[config.mk]
export PLATFORM = sky130hd
export DESIGN_NAME = vga_timing_flat
export DESIGN_NICKNAME = d
export VERILOG_FILES = /design/src/rtl/vga_if.sv /design/src/rtl/vga_timing.sv /design/src/flat_wrapper.sv
export SDC_FILE = /design/constraint.sdc
export NUM_CORES = 1
export LEC_CHECK = 0
export ABC_AREA = 0
export ABC_CLOCK_PERIOD_IN_PS = 5600
export BUFFER_PORTS_ARGS = -buffer_cell sky130_fd_sc_hd__buf_2
export CORE_MARGIN = 2
export CORE_UTILIZATION = 56
export CTS_CLUSTER_DIAMETER = 200
export CTS_CLUSTER_SIZE = 24
export DETAILED_ROUTE_END_ITERATION = 6
export HOLD_SLACK_MARGIN = 0.08
export PLACE_DENSITY = 0.86
export RECOVER_POWER = 50
export SYNTH_ARGS = -nofsm -noshare
export SYNTH_HDL_FRONTEND = slang
export SYNTH_SLANG_ARGS = --single-unit
[constraint.sdc]
create_clock -name clk -period 5.6 [get_ports clk]
set_clock_uncertainty 0.1 [all_clocks]
set_input_delay 0 -clock clk [delete_from_list [all_inputs] [get_ports clk]]
set_output_delay 0 -clock clk [all_outputs]
set_load 0.01 [all_outputs]
[src/rtl/vga_if.sv]
// Pixel-stream bundle carried from the raster generator through the overlay stages.
interface vga_if;
  logic [10:0] vcount;
  logic [10:0] hcount;
  logic        vsync;
  logic        vblnk;
  logic        hsync;
  logic        hblnk;
  logic [11:0] rgb;

  // Source end: the timing generator or an overlay stage driving the next one.
  modport out (
    output vcount, hcount, vsync, vblnk, hsync, hblnk, rgb
  );

  // Sink end: an overlay stage or the display output.
  modport in (
    input vcount, hcount, vsync, vblnk, hsync, hblnk, rgb
  );
endinterface

[src/rtl/vga_timing.sv]
// Raster timing source: registered pixel/line counters with sync and blank
// decode, a black background, a frame-start strobe and a pixel-advance enable.
module vga_timing #(
  parameter int   H_ACTIVE = 800,
  parameter int   H_FP     = 40,
  parameter int   H_SYNC   = 128,
  parameter int   H_BP     = 88,
  parameter int   V_ACTIVE = 600,
  parameter int   V_FP     = 1,
  parameter int   V_SYNC   = 4,
  parameter int   V_BP     = 23,
  parameter logic SYNC_POL = 1'b1
) (
  input  logic clk,
  input  logic rst,
  input  logic en,
  output logic frame_start,
  vga_if.out   out
);

  localparam int H_TOT = H_ACTIVE + H_FP + H_SYNC + H_BP;
  localparam int V_TOT = V_ACTIVE + V_FP + V_SYNC + V_BP;

  localparam logic [10:0] H_LAST     = 11'(H_TOT - 1);
  localparam logic [10:0] V_LAST     = 11'(V_TOT - 1);
  localparam logic [10:0] H_BLNK_BEG = 11'(H_ACTIVE);
  localparam logic [10:0] H_SYNC_BEG = 11'(H_ACTIVE + H_FP);
  localparam logic [10:0] H_SYNC_END = 11'(H_ACTIVE + H_FP + H_SYNC);
  localparam logic [10:0] V_BLNK_BEG = 11'(V_ACTIVE);
  localparam logic [10:0] V_SYNC_BEG = 11'(V_ACTIVE + V_FP);
  localparam logic [10:0] V_SYNC_END = 11'(V_ACTIVE + V_FP + V_SYNC);

  // Reject timings with an empty porch/sync region or totals that overflow 11 bits.
  if (H_FP <= 0 || H_SYNC <= 0 || H_BP <= 0 ||
      V_FP <= 0 || V_SYNC <= 0 || V_BP <= 0 ||
      H_TOT >= 2048 || V_TOT >= 2048) begin : g_param_check
    $error("vga_timing: porch/sync widths must be > 0 and H_TOT/V_TOT < 2048");
  end

  logic [10:0] hcount_q, hcount_d;
  logic [10:0] vcount_q, vcount_d;
  logic        hsync_q, hsync_d;
  logic        vsync_q, vsync_d;
  logic        hblnk_q, hblnk_d;
  logic        vblnk_q, vblnk_d;
  logic        frame_start_q, frame_start_d;

  // Next raster position plus the decode of that position, so sync/blank
  // land in the same register stage as the counters they describe.
  always_comb begin
    // NOTE: every output of this block gets a default first, so no path
    // leaves a signal unassigned and no latch is inferred.
    hcount_d      = hcount_q;
    vcount_d      = vcount_q;
    frame_start_d = 1'b0;

    if (en) begin
      if (hcount_q == H_LAST) begin
        hcount_d = '0;
        if (vcount_q == V_LAST) begin
          vcount_d      = '0;
          frame_start_d = 1'b1;
        end else begin
          vcount_d = vcount_q + 11'd1;
        end
      end else begin
        hcount_d = hcount_q + 11'd1;
      end
    end

    hblnk_d = (hcount_d >= H_BLNK_BEG);
    hsync_d = ((hcount_d >= H_SYNC_BEG) && (hcount_d < H_SYNC_END)) ? SYNC_POL : ~SYNC_POL;
    vblnk_d = (vcount_d >= V_BLNK_BEG);
    vsync_d = ((vcount_d >= V_SYNC_BEG) && (vcount_d < V_SYNC_END)) ? SYNC_POL : ~SYNC_POL;
  end

  // Raster state register with synchronous reset to (0,0), sync inactive.
  always_ff @(posedge clk) begin
    // NOTE: sequential state uses non-blocking assignments so every register
    // samples the pre-edge values regardless of statement order.
    if (rst) begin
      hcount_q      <= '0;
      vcount_q      <= '0;
      hsync_q       <= ~SYNC_POL;
      vsync_q       <= ~SYNC_POL;
      hblnk_q       <= 1'b0;
      vblnk_q       <= 1'b0;
      frame_start_q <= 1'b0;
    end else begin
      hcount_q      <= hcount_d;
      vcount_q      <= vcount_d;
      hsync_q       <= hsync_d;
      vsync_q       <= vsync_d;
      hblnk_q       <= hblnk_d;
      vblnk_q       <= vblnk_d;
      frame_start_q <= frame_start_d;
    end
  end

  assign out.hcount  = hcount_q;
  assign out.vcount  = vcount_q;
  assign out.hsync   = hsync_q;
  assign out.vsync   = vsync_q;
  assign out.hblnk   = hblnk_q;
  assign out.vblnk   = vblnk_q;
  assign out.rgb     = 12'h000;
  assign frame_start = frame_start_q;

endmodule

[src/flat_wrapper.sv]
// flat-port wrapper written by rule: the top's interface ports become plain ports
module vga_timing_flat 
#(
  parameter int   H_ACTIVE = 800,
  parameter int   H_FP     = 40,
  parameter int   H_SYNC   = 128,
  parameter int   H_BP     = 88,
  parameter int   V_ACTIVE = 600,
  parameter int   V_FP     = 1,
  parameter int   V_SYNC   = 4,
  parameter int   V_BP     = 23,
  parameter logic SYNC_POL = 1'b1
)
  (clk, rst, en, frame_start, out_vcount, out_hcount, out_vsync, out_vblnk, out_hsync, out_hblnk, out_rgb);
  vga_if out_i ();
  input  logic clk;
  input  logic rst;
  input  logic en;
  output logic frame_start;
  output wire logic [$bits(out_i.vcount)-1:0] out_vcount;
  output wire logic [$bits(out_i.hcount)-1:0] out_hcount;
  output wire logic [$bits(out_i.vsync)-1:0] out_vsync;
  output wire logic [$bits(out_i.vblnk)-1:0] out_vblnk;
  output wire logic [$bits(out_i.hsync)-1:0] out_hsync;
  output wire logic [$bits(out_i.hblnk)-1:0] out_hblnk;
  output wire logic [$bits(out_i.rgb)-1:0] out_rgb;
  assign out_vcount = out_i.vcount;
  assign out_hcount = out_i.hcount;
  assign out_vsync = out_i.vsync;
  assign out_vblnk = out_i.vblnk;
  assign out_hsync = out_i.hsync;
  assign out_hblnk = out_i.hblnk;
  assign out_rgb = out_i.rgb;
  vga_timing #(.H_ACTIVE(H_ACTIVE), .H_FP(H_FP), .H_SYNC(H_SYNC), .H_BP(H_BP), .V_ACTIVE(V_ACTIVE), .V_FP(V_FP), .V_SYNC(V_SYNC), .V_BP(V_BP), .SYNC_POL(SYNC_POL)) u_core (.clk(clk), .rst(rst), .en(en), .frame_start(frame_start), .out(out_i));
endmodule
* Word level (Yosys, flattened, before mapping)
Cells that the tools add are included.
** Word-level totals
- Register bits after elaboration :: 27
- Input port bits :: 3
- Output and inout port bits :: 39
- Word-level logic and storage cells :: 30
** Cells by class
- Add/sub/neg operators :: 2
- Order comparisons :: 6
- Equal/unequal tests :: 2
- Multiplexer cells :: 8
- Bitwise logic cells :: 2
- Reduce and logical (&&, ||, !) cells :: 3
** Operator list (number)
- 11-bit two-way mux :: 5
- 11-bit by 10-bit greater-or-equal comparator with 1-bit output (second input constant) :: 4
- 11-bit by 1-bit adder with 11-bit output (second input constant) :: 2
- 11-bit by 10-bit less-than comparator with 1-bit output (second input constant) :: 2
- 11-bit by 10-bit equality test with 1-bit output (second input constant) :: 1
- 11-bit equality test (second input constant) :: 1
- 1-bit two-way mux :: 3
- 3-bit OR reduction :: 1
- 1-bit logical AND :: 2
- 1-bit NOT :: 2

* Logic depth before layout (Yosys ltp)
Gate-level depths: netlist of run 1.
- Word-level depth :: 7
- Mapped depth :: 8
- Mapped depth without buffers :: 7

* Worst setup path after synthesis of run 1
No wires, ideal clock.
- Kind :: flip-flop to flip-flop
- Start :: register u_core.vcount_q[0], in the netlist u_core.out.vcount[0]
- End :: register u_core.vblnk_q, in the netlist u_core.out.vblnk
- Library setup time :: 86 ps
- Data arrival time :: 2163 ps
- Data required time :: 5414 ps
- Slack :: 3250 ps
- Cell stages (with the launch flop) :: 7
- Path buffers :: 0
- Period minus slack after synthesis :: 2350 ps
- Cell sequence :: dfxtp_1 -> ha_1 -> and4_1 -> nand4_2 -> o31a_1 -> or4_4 -> a221oi_2
** Between the ends
- Word-level cells in the longest chain between the ends :: 5
- Elaborated cells on any way between the ends :: 6
- Classes of those cells :: add/sub (1); order compare (1); eq/ne (1); mux (3)
** Ends and longest elaborated chain
- from (decl) :: line vga_timing.sv:41 : logic [10:0] vcount_q, vcount_d;
- from (signal assigned) :: line vga_timing.sv:91 : vcount_q <= vcount_d;
- 11-bit by 1-bit adder with 11-bit output / 11-bit by 10-bit equality test with 1-bit output (equally long branches) :: line vga_timing.sv:64, vga_timing.sv:60
- 11-bit two-way mux :: line vga_timing.sv:60 : if (vcount_q == V_LAST) begin
- 11-bit two-way mux :: line vga_timing.sv:58 : if (hcount_q == H_LAST) begin
- 11-bit two-way mux * :: line vga_timing.sv:57 : if (en) begin
- 11-bit by 10-bit greater-or-equal comparator with 1-bit output * :: line vga_timing.sv:73 : vblnk_d = (vcount_d >= V_BLNK_BEG);
- to (signal assigned) :: line vga_timing.sv:95 : vblnk_q <= vblnk_d;
- to (decl) :: line vga_timing.sv:45 : logic vblnk_q, vblnk_d;
Mark *: on every way between the ends. The rest lies on a longest branch, timed or not.
A chain may end at the register's enable or synchronous reset.

* Worst setup path after layout of run 1
- Start :: register u_core.hcount_q[5], in the netlist u_core.out.hcount[5]
- End :: register u_core.vblnk_q, in the netlist u_core.out.vblnk
** Between the ends
- Word-level cells in the longest chain between the ends :: 4
** Ends and longest elaborated chain
- from (decl) :: line vga_timing.sv:40 : logic [10:0] hcount_q, hcount_d;
- from (signal assigned) :: line vga_timing.sv:90 : hcount_q <= hcount_d;
- 11-bit equality test :: line vga_timing.sv:58
- 11-bit two-way mux :: line vga_timing.sv:58
- 11-bit two-way mux :: line vga_timing.sv:57
- 11-bit by 10-bit greater-or-equal comparator with 1-bit output :: line vga_timing.sv:73
Every way passes these cells.

==> metrics, run 1 <==
status=complete, no violations; Die W=slightly below 60 um; H-tree depth=1; Final Hold Viols=0; vias per cell=5.677; Most used DFF post-synth=dfxtp_1; post-DR wirelength/cell=roughly 13 um; Final Total Pwr=0.0002926 W; CTS tree=yes; cts bufs inserted=3; Final Setup Violations=0; Flop pwr share=roughly two thirds; GRT Overall Usage=approximately 22%; area of the multi-input gates=980.9 um^2; final period utilization=a little under half; CTS max path bufs=2; Routed Antenna Nets=0; std cell rows=19; Root Driver=clkbuf_4; share of layout cells above drive strength 1=5.752%; peak supply drop=0.1181 mV; sequential-to-total area share from yosys stat=33.28%; largest net degree at the start of global routing=22; Critical Path End Type=flop; total negative slack=0 ns; Post-DP Area=1720 um^2; global-route wire length before repair=roughly 5600 um; initial antenna violation count=0; die area=3347 um^2; Leakage=a little over 0.6 nW; Fill cells=282; # IOs=42; Core Region=2758 um^2; layout net count=232; Setup WS pre-CTS=2.991 ns; cell area after synthesis=around 1600 um^2; P_int=roughly 0.00023 W; PortBufs=29; Yosys cell types=43; fmax=0.3806 GHz; TritonRoute pass-1 iters=4; vias=1459; die span in y=57.85 um; drt total wl=3407 um; most common cell after layout, fill and taps aside=clkbuf_1; routability cong.=between 0.9 and 1; Post-synth EDFFs=0; DR DRC count=0; RSZ-0062 raised after global routing=no; vias in the first global route=about 1.2k; Final Critical Period=2.628 ns; Least-Margin Pin Slew=just over 1 ns; kind of critical path=reg -> reg; fraction of registers with async set/reset=0%; # diodes=0; Warnings, synthesis=0; data arrival time of the worst path=approximately 2.8 ns; clk sinks=27; Synth area leaders=dfxtp_1 (33%), xnor2_1 (7.0%), nor2_1 (6.0%); Synth area leader=dfxtp_1; 1st-iter DRT viols=57; clock latency on the worst-skew pair=around 0.33 ns; post-route cell area=between 1500 and 2000 um^2; combinational power share=5.0%; effective utilization at floorplan=58.89%; Synth Area per Inst=8.161 um^2; Gate Count Post-Synth=between 150 and 200; maximum fanout along the worst path=12; HPWL after DPL=2546 um; Worst slew margin=31.03%; register area=540.5 um^2; commonest non-fill, non-tap cells in the layout=clkbuf_1 (28), dfxtp_1 (27), nor2_1 (26); grt total ovfl=0; Layout area overhead=7.319%; NetSw=0.00006748 W; CP required=5.72 ns; Max Cap Violations=0; share of the synthesized area in the top cell type=33.28%; fin worst setup slack=slightly below 3 ns; clock network fraction of design power=between 20 and 30%; Yosys reg bits=27; Power Dens Cells=167.9 nW/um^2; Reg clk slew, reported paths=0.14 ns; startpoint types=flop; Sw Ratio=23.06%; hold crit path type=reg -> reg; max-slew violation count=0
## routing by layer
layer  global-route usage (%)  share of wire, %  up-vias
met5                        0                 0        -
met4                    10.96               3.3        0
met3                    3.348               5.6       11
met2                    32.79                46       51
met1                    29.61                45      664
li1                         -                 -      733
## synthesized netlist by cell type, types with 4 or more instances
cell type  count
dfxtp_1       27
nor2_1        26
nand2_1       17
nor3_1        14
xnor2_1       13
buf_4         12
xor2_1        11
nand3_1       10
a21oi_1        7
clkbuf_1       6
nand4_1        6
inv_1          4
or3_1          4
## worst max-delay path, cell delays in order, from the launching register on
cell      delay (ns)
dfxtp_1         0.43
or4b_4          0.62
nor4_2          0.79
o21ai_0         0.22
a21oi_1         0.28
a221oi_2        0.08
## registers in the layout, indices dropped and copies added, names as in the netlist
signal and count:
u_core.out.vsync 1, u_core.out.hsync 1, u_core.out.vcount 11, u_core.out.hcount 11, u_core.out.hblnk 1, u_core.frame_start 1, u_core.out.vblnk 1
## final timing paths
kind,slack [ns],cells past startpoint,startpoint,end
worst min register to register,0.42,2,u_core.out.hcount[0],u_core.out.hcount[0]
worst max register to register,2.97,5,u_core.out.hcount[5],u_core.out.vblnk
worst max-delay path,2.97,5,u_core.out.hcount[5],u_core.out.vblnk
worst min-delay path,0.42,2,u_core.out.hcount[0],u_core.out.hcount[0]
## final cells by class
| class | count | area share, % |
|---|---|---|
| Tap cell | 31 | 2.225 |
| Sequential cell | 27 | 31.01 |
| Timing Repair Buffer | 32 | 8.112 |
| Multi-Input combinational cell | 159 | 56.28 |
| Inverter | 4 | 0.8615 |
| Clock buffer | 4 | 1.508 |
## cells by family (layout without fill, tap and decap cells)
| logic type | Yosys count | after routing | share of synthesized area, % |
|---|---|---|---|
| flip-flops | 27 | 27 | 33.28 |
| AND/OR/NAND/NOR | 99 | 99 | 34.36 |
| buffers and inverters | 24 | 40 | 8.859 |
| XOR/XNOR | 24 | 24 | 12.94 |
| adder cells (fa/ha/maj) | 2 | 2 | 1.541 |
| other | 1 | 12 | 0.2309 |
| AO/OA/AOI/OAI | 22 | 22 | 8.782 |
## through the flow
stage	hold WS (ns)	std cells	utilization, %
after floorplan	-0.01666	210	-
after CTS	0.4268	257	64.43
after global routing	0.4628	257	63.20
final	0.4232	257	63.20
after detailed placement	0.2780	250	62.39
after global placement	0.2662	250	62.39
## power by group through the flow
stage | clock network (W) | logic, W | registers (W)
6_report | 0.0000837 | 0.0000145 | 0.000194
2_1_floorplan | 0 | 0.0000155 | 0.000199
3_5_place_dp | 0 | 0.0000131 | 0.000199
3_3_place_gp | 0 | 0.0000129 | 0.000198
5_1_grt | 0.0000956 | 0.0000162 | 0.000195
4_1_cts | 0.0000848 | 0.0000148 | 0.000194
## timing repair
item / CTS / global route
gates resized for setup: 0 / 0
hold buffers: 3 / 0
hold endpoints to repair: 19 / 0
setup buffers: 0 / 0
(Power assumes the default switching activity.)
==> inputs of run 2 (changes only) <==
--- a/config.mk
+++ b/config.mk
@@ -5,16 +5,16 @@
 export SDC_FILE = /design/constraint.sdc
 export NUM_CORES = 1
 export LEC_CHECK = 0
-export ABC_AREA = 0
-export ABC_CLOCK_PERIOD_IN_PS = 5600
+export ABC_AREA = 1
+export ABC_CLOCK_PERIOD_IN_PS = 2720
 export BUFFER_PORTS_ARGS = -buffer_cell sky130_fd_sc_hd__buf_2
 export CORE_MARGIN = 2
-export CORE_UTILIZATION = 56
+export CORE_UTILIZATION = 53
 export CTS_CLUSTER_DIAMETER = 200
 export CTS_CLUSTER_SIZE = 24
 export DETAILED_ROUTE_END_ITERATION = 6
 export HOLD_SLACK_MARGIN = 0.08
-export PLACE_DENSITY = 0.86
+export PLACE_DENSITY = 0.81
 export RECOVER_POWER = 50
 export SYNTH_ARGS = -nofsm -noshare
 export SYNTH_HDL_FRONTEND = slang
==> constraint.sdc (replaced) <==
create_clock -name clk -period 2.72 [get_ports clk]
set_clock_uncertainty 0.1 [all_clocks]
set_input_delay 0 -clock clk [delete_from_list [all_inputs] [get_ports clk]]
set_output_delay 0 -clock clk [all_outputs]
set_load 0.01 [all_outputs]
==> metrics, run 2 <==
status=complete, no violations; die span in y=62.19 um (+7.5%); worst stage delay on the critical path=0.42 ns (-0.37 ns); H-tree depth=1 (unchanged); most common cell after layout, fill and taps aside=nand2_1; GRT Overall Usage=20.80% (-0.75 points); hold crit path type=reg -> reg; share of layout cells above drive strength 1=9.554% (+3.8 points); Post-DP Area=1913 um^2 (+11%); 1st-iter DRT viols=64 (+12%); Synth Area per Inst=6.274 um^2 (-23%); CP required=2.87 ns (-2.85 ns); Gate Count Post-Synth=286 (+44%); Leakage=0.8348 nW (+35%); PortBufs=29 (unchanged); Yosys reg bits=27 (unchanged); area of the multi-input gates=1031 um^2 (+5.1%); critical path, cell by cell=ha_1 > nand2_1 > clkinv_1 > nand2_2 > nor2_4 > nand2_1 > nor2_1 > xor2_1 > nor2_1 > inv_1 > nand2_1 > nand3_1 > nor2_1; global-route wire length before repair=6720 um (+20%); Final Critical Period=2.220 ns (-0.4073 ns); post-DR wirelength/cell=10.60 um (-20%); Commonest cells post-synth=nand2_1 (71), nor2_1 (50), inv_1 (31); final hold slack=0.4480 ns (+0.02480 ns); most frequent cell after synthesis=nand2_1; Reg clk slew, reported paths=0.14 ns (about the same); Routed Antenna Nets=0 (unchanged); # diodes=0 (unchanged); std cell rows=21 (+2); Final Hold Viols=0 (unchanged); HPWL after DPL=3031 um (+19%); Final Setup Violations=0 (unchanged); total negative slack=0 ns (unchanged); layout net count=320 (+38%); Die W=62.19 um (+7.5%); Post-CTS Setup Bufs=0 (unchanged); cts bufs inserted=3 (unchanged); RSZ-0062 raised after global routing=no; Power Dens Cells=322.3 nW/um^2 (+92%); Synth area leader=dfxtp_1; largest net degree at the start of global routing=28 (+27%); post-route cell area=1927 um^2 (+11%); die area=3867 um^2 (+16%); data arrival time of the worst path=2.37 ns (-0.38 ns); kind of critical path=reg -> reg; Root Driver=clkbuf_4; Most used DFF post-synth=dfxtp_1; share of the synthesized area in the top cell type=30.13% (-3.2 points); Layout area overhead=7.392% (about the same); routability cong.=0.8769 (-2.6%); CP max stage cell=dfxtp_1; startpoint types=flop; final period utilization=81.63% (+35 points); Final Total Pwr=0.0006211 W (+110%); TritonRoute pass-1 iters=4 (unchanged); non-filler cells, final=360 (+40%); CP bufs+invs=2 (+2); vias per cell=4.950 (-13%); CTS tree=yes; clk sinks=27 (unchanged); Warnings, synthesis=0 (unchanged); drt total wl=3815 um (+12%); maximum fanout along the worst path=13 (+1); max-slew violation count=0 (unchanged); Yosys cell types=35 (-19%); grt total ovfl=0 (unchanged); Critical Path End Type=flop; Post-synth EDFFs=0 (unchanged); commonest non-fill, non-tap cells in the layout=nand2_1 (71), nor2_1 (50), inv_1 (31); Core Region=3284 um^2 (+19%); Top Family by Delay on Critical Path=simple AND/OR/NAND/NOR gates; Synth area leaders=dfxtp_1 (30%), nand2_1 (15%), nor2_1 (10%); vias in the first global route=1635 (+34%); vias=1782 (+22%); effective utilization at floorplan=54.63% (-4.3 points); initial antenna violation count=0 (unchanged); fmax=0.4504 GHz (+18%); Inst Count DP=354 (+42%); sequential-to-total area share from yosys stat=30.13% (-3.2 points); peak supply drop=0.2452 mV (+110%); CTS max path bufs=2 (unchanged); Fill cells=349 (+24%); register area=540.5 um^2 (unchanged); Max Cap Violations=0 (unchanged); # IOs=42 (unchanged); DR DRC count=0 (unchanged); fraction of registers with async set/reset=0% (unchanged); cell area after synthesis=1794 um^2 (+10%); clock latency on the worst-skew pair=0.33 ns (about the same)
[run 2: cells by family after synthesis]
| logic type | count (synthesis) | share of synthesized area (%) |
|---|---|---|
| adders and majority gates | 2 | 1.394 |
| AOI/OAI and AO/OA | 17 | 5.649 |
| DFF | 27 | 30.13 |
| and+or+nand+nor | 181 | 46.44 |
| xor gates and xnor gates | 3 | 1.465 |
| other | 1 | 0.2090 |
| buffers and inverters | 55 | 14.71 |
[run 2: report_power, final]
part           switching (W)  leakage [nW]  internal, W
Sequential        0.00000484         0.218     0.000399
Combinational      0.0000321         0.599    0.0000109
Clock               0.000118        0.0177    0.0000554
[run 2: area by class of cell]
class | instances | share of cell area (%)
multi-input combinational | 215 | 53.51
sequential | 27 | 28.05
timing repair buffer | 31 | 6.818
tap | 46 | 2.987
clock buffer | 3 | 1.169
clock inverter | 1 | 0.2597
inverter | 37 | 7.208
[run 2: repair_timing]
action	CTS	global route
hold endpoints to repair	24	0
gates resized for setup	0	0
hold buffers	2	0
[run 2: path summary, 6_finish.rpt]
path | startpoint | to | slack [ns] | depth (start not counted)
worst min register to register | u_core.out.hcount[1] | u_core.out.hcount[1] | 0.45 | 2
worst min-delay path | u_core.out.hcount[1] | u_core.out.hcount[1] | 0.45 | 2
worst max-delay path | u_core.out.hcount[0] | u_core.out.vsync | 0.50 | 13
worst max register to register | u_core.out.hcount[0] | u_core.out.vsync | 0.50 | 13
[run 2: worst reg2reg max path: stages, from the launching register on]
cell	delay [ns]
dfxtp_1	0.42
ha_1	0.26
nand2_1	0.10
clkinv_1	0.08
nand2_2	0.07
nor2_4	0.29
nand2_1	0.21
nor2_1	0.16
xor2_1	0.16
nor2_1	0.07
inv_1	0.07
nand2_1	0.05
nand3_1	0.06
nor2_1	0.04
[run 2: metal layers]
metal / part of all wire (%) / up-vias / global-route usage, %
met5: 0 / - / 0
met4: 2.5 / 0 / 10.56
met3: 3.8 / 11 / 2.717
met2: 49 / 42 / 36.68
met1: 45 / 788 / 24.74
li1: - / 941 / -
[run 2: per-stage QoR]
stage / util, % / setup slack, ns
3_3_place_gp: 58.25 / 0.6383
3_5_place_dp: 58.25 / 0.5432
4_1_cts: 59.70 / 0.5093
6_report: 58.67 / 0.4996
5_1_grt: 58.67 / 0.2666
2_1_floorplan: - / 0.8503
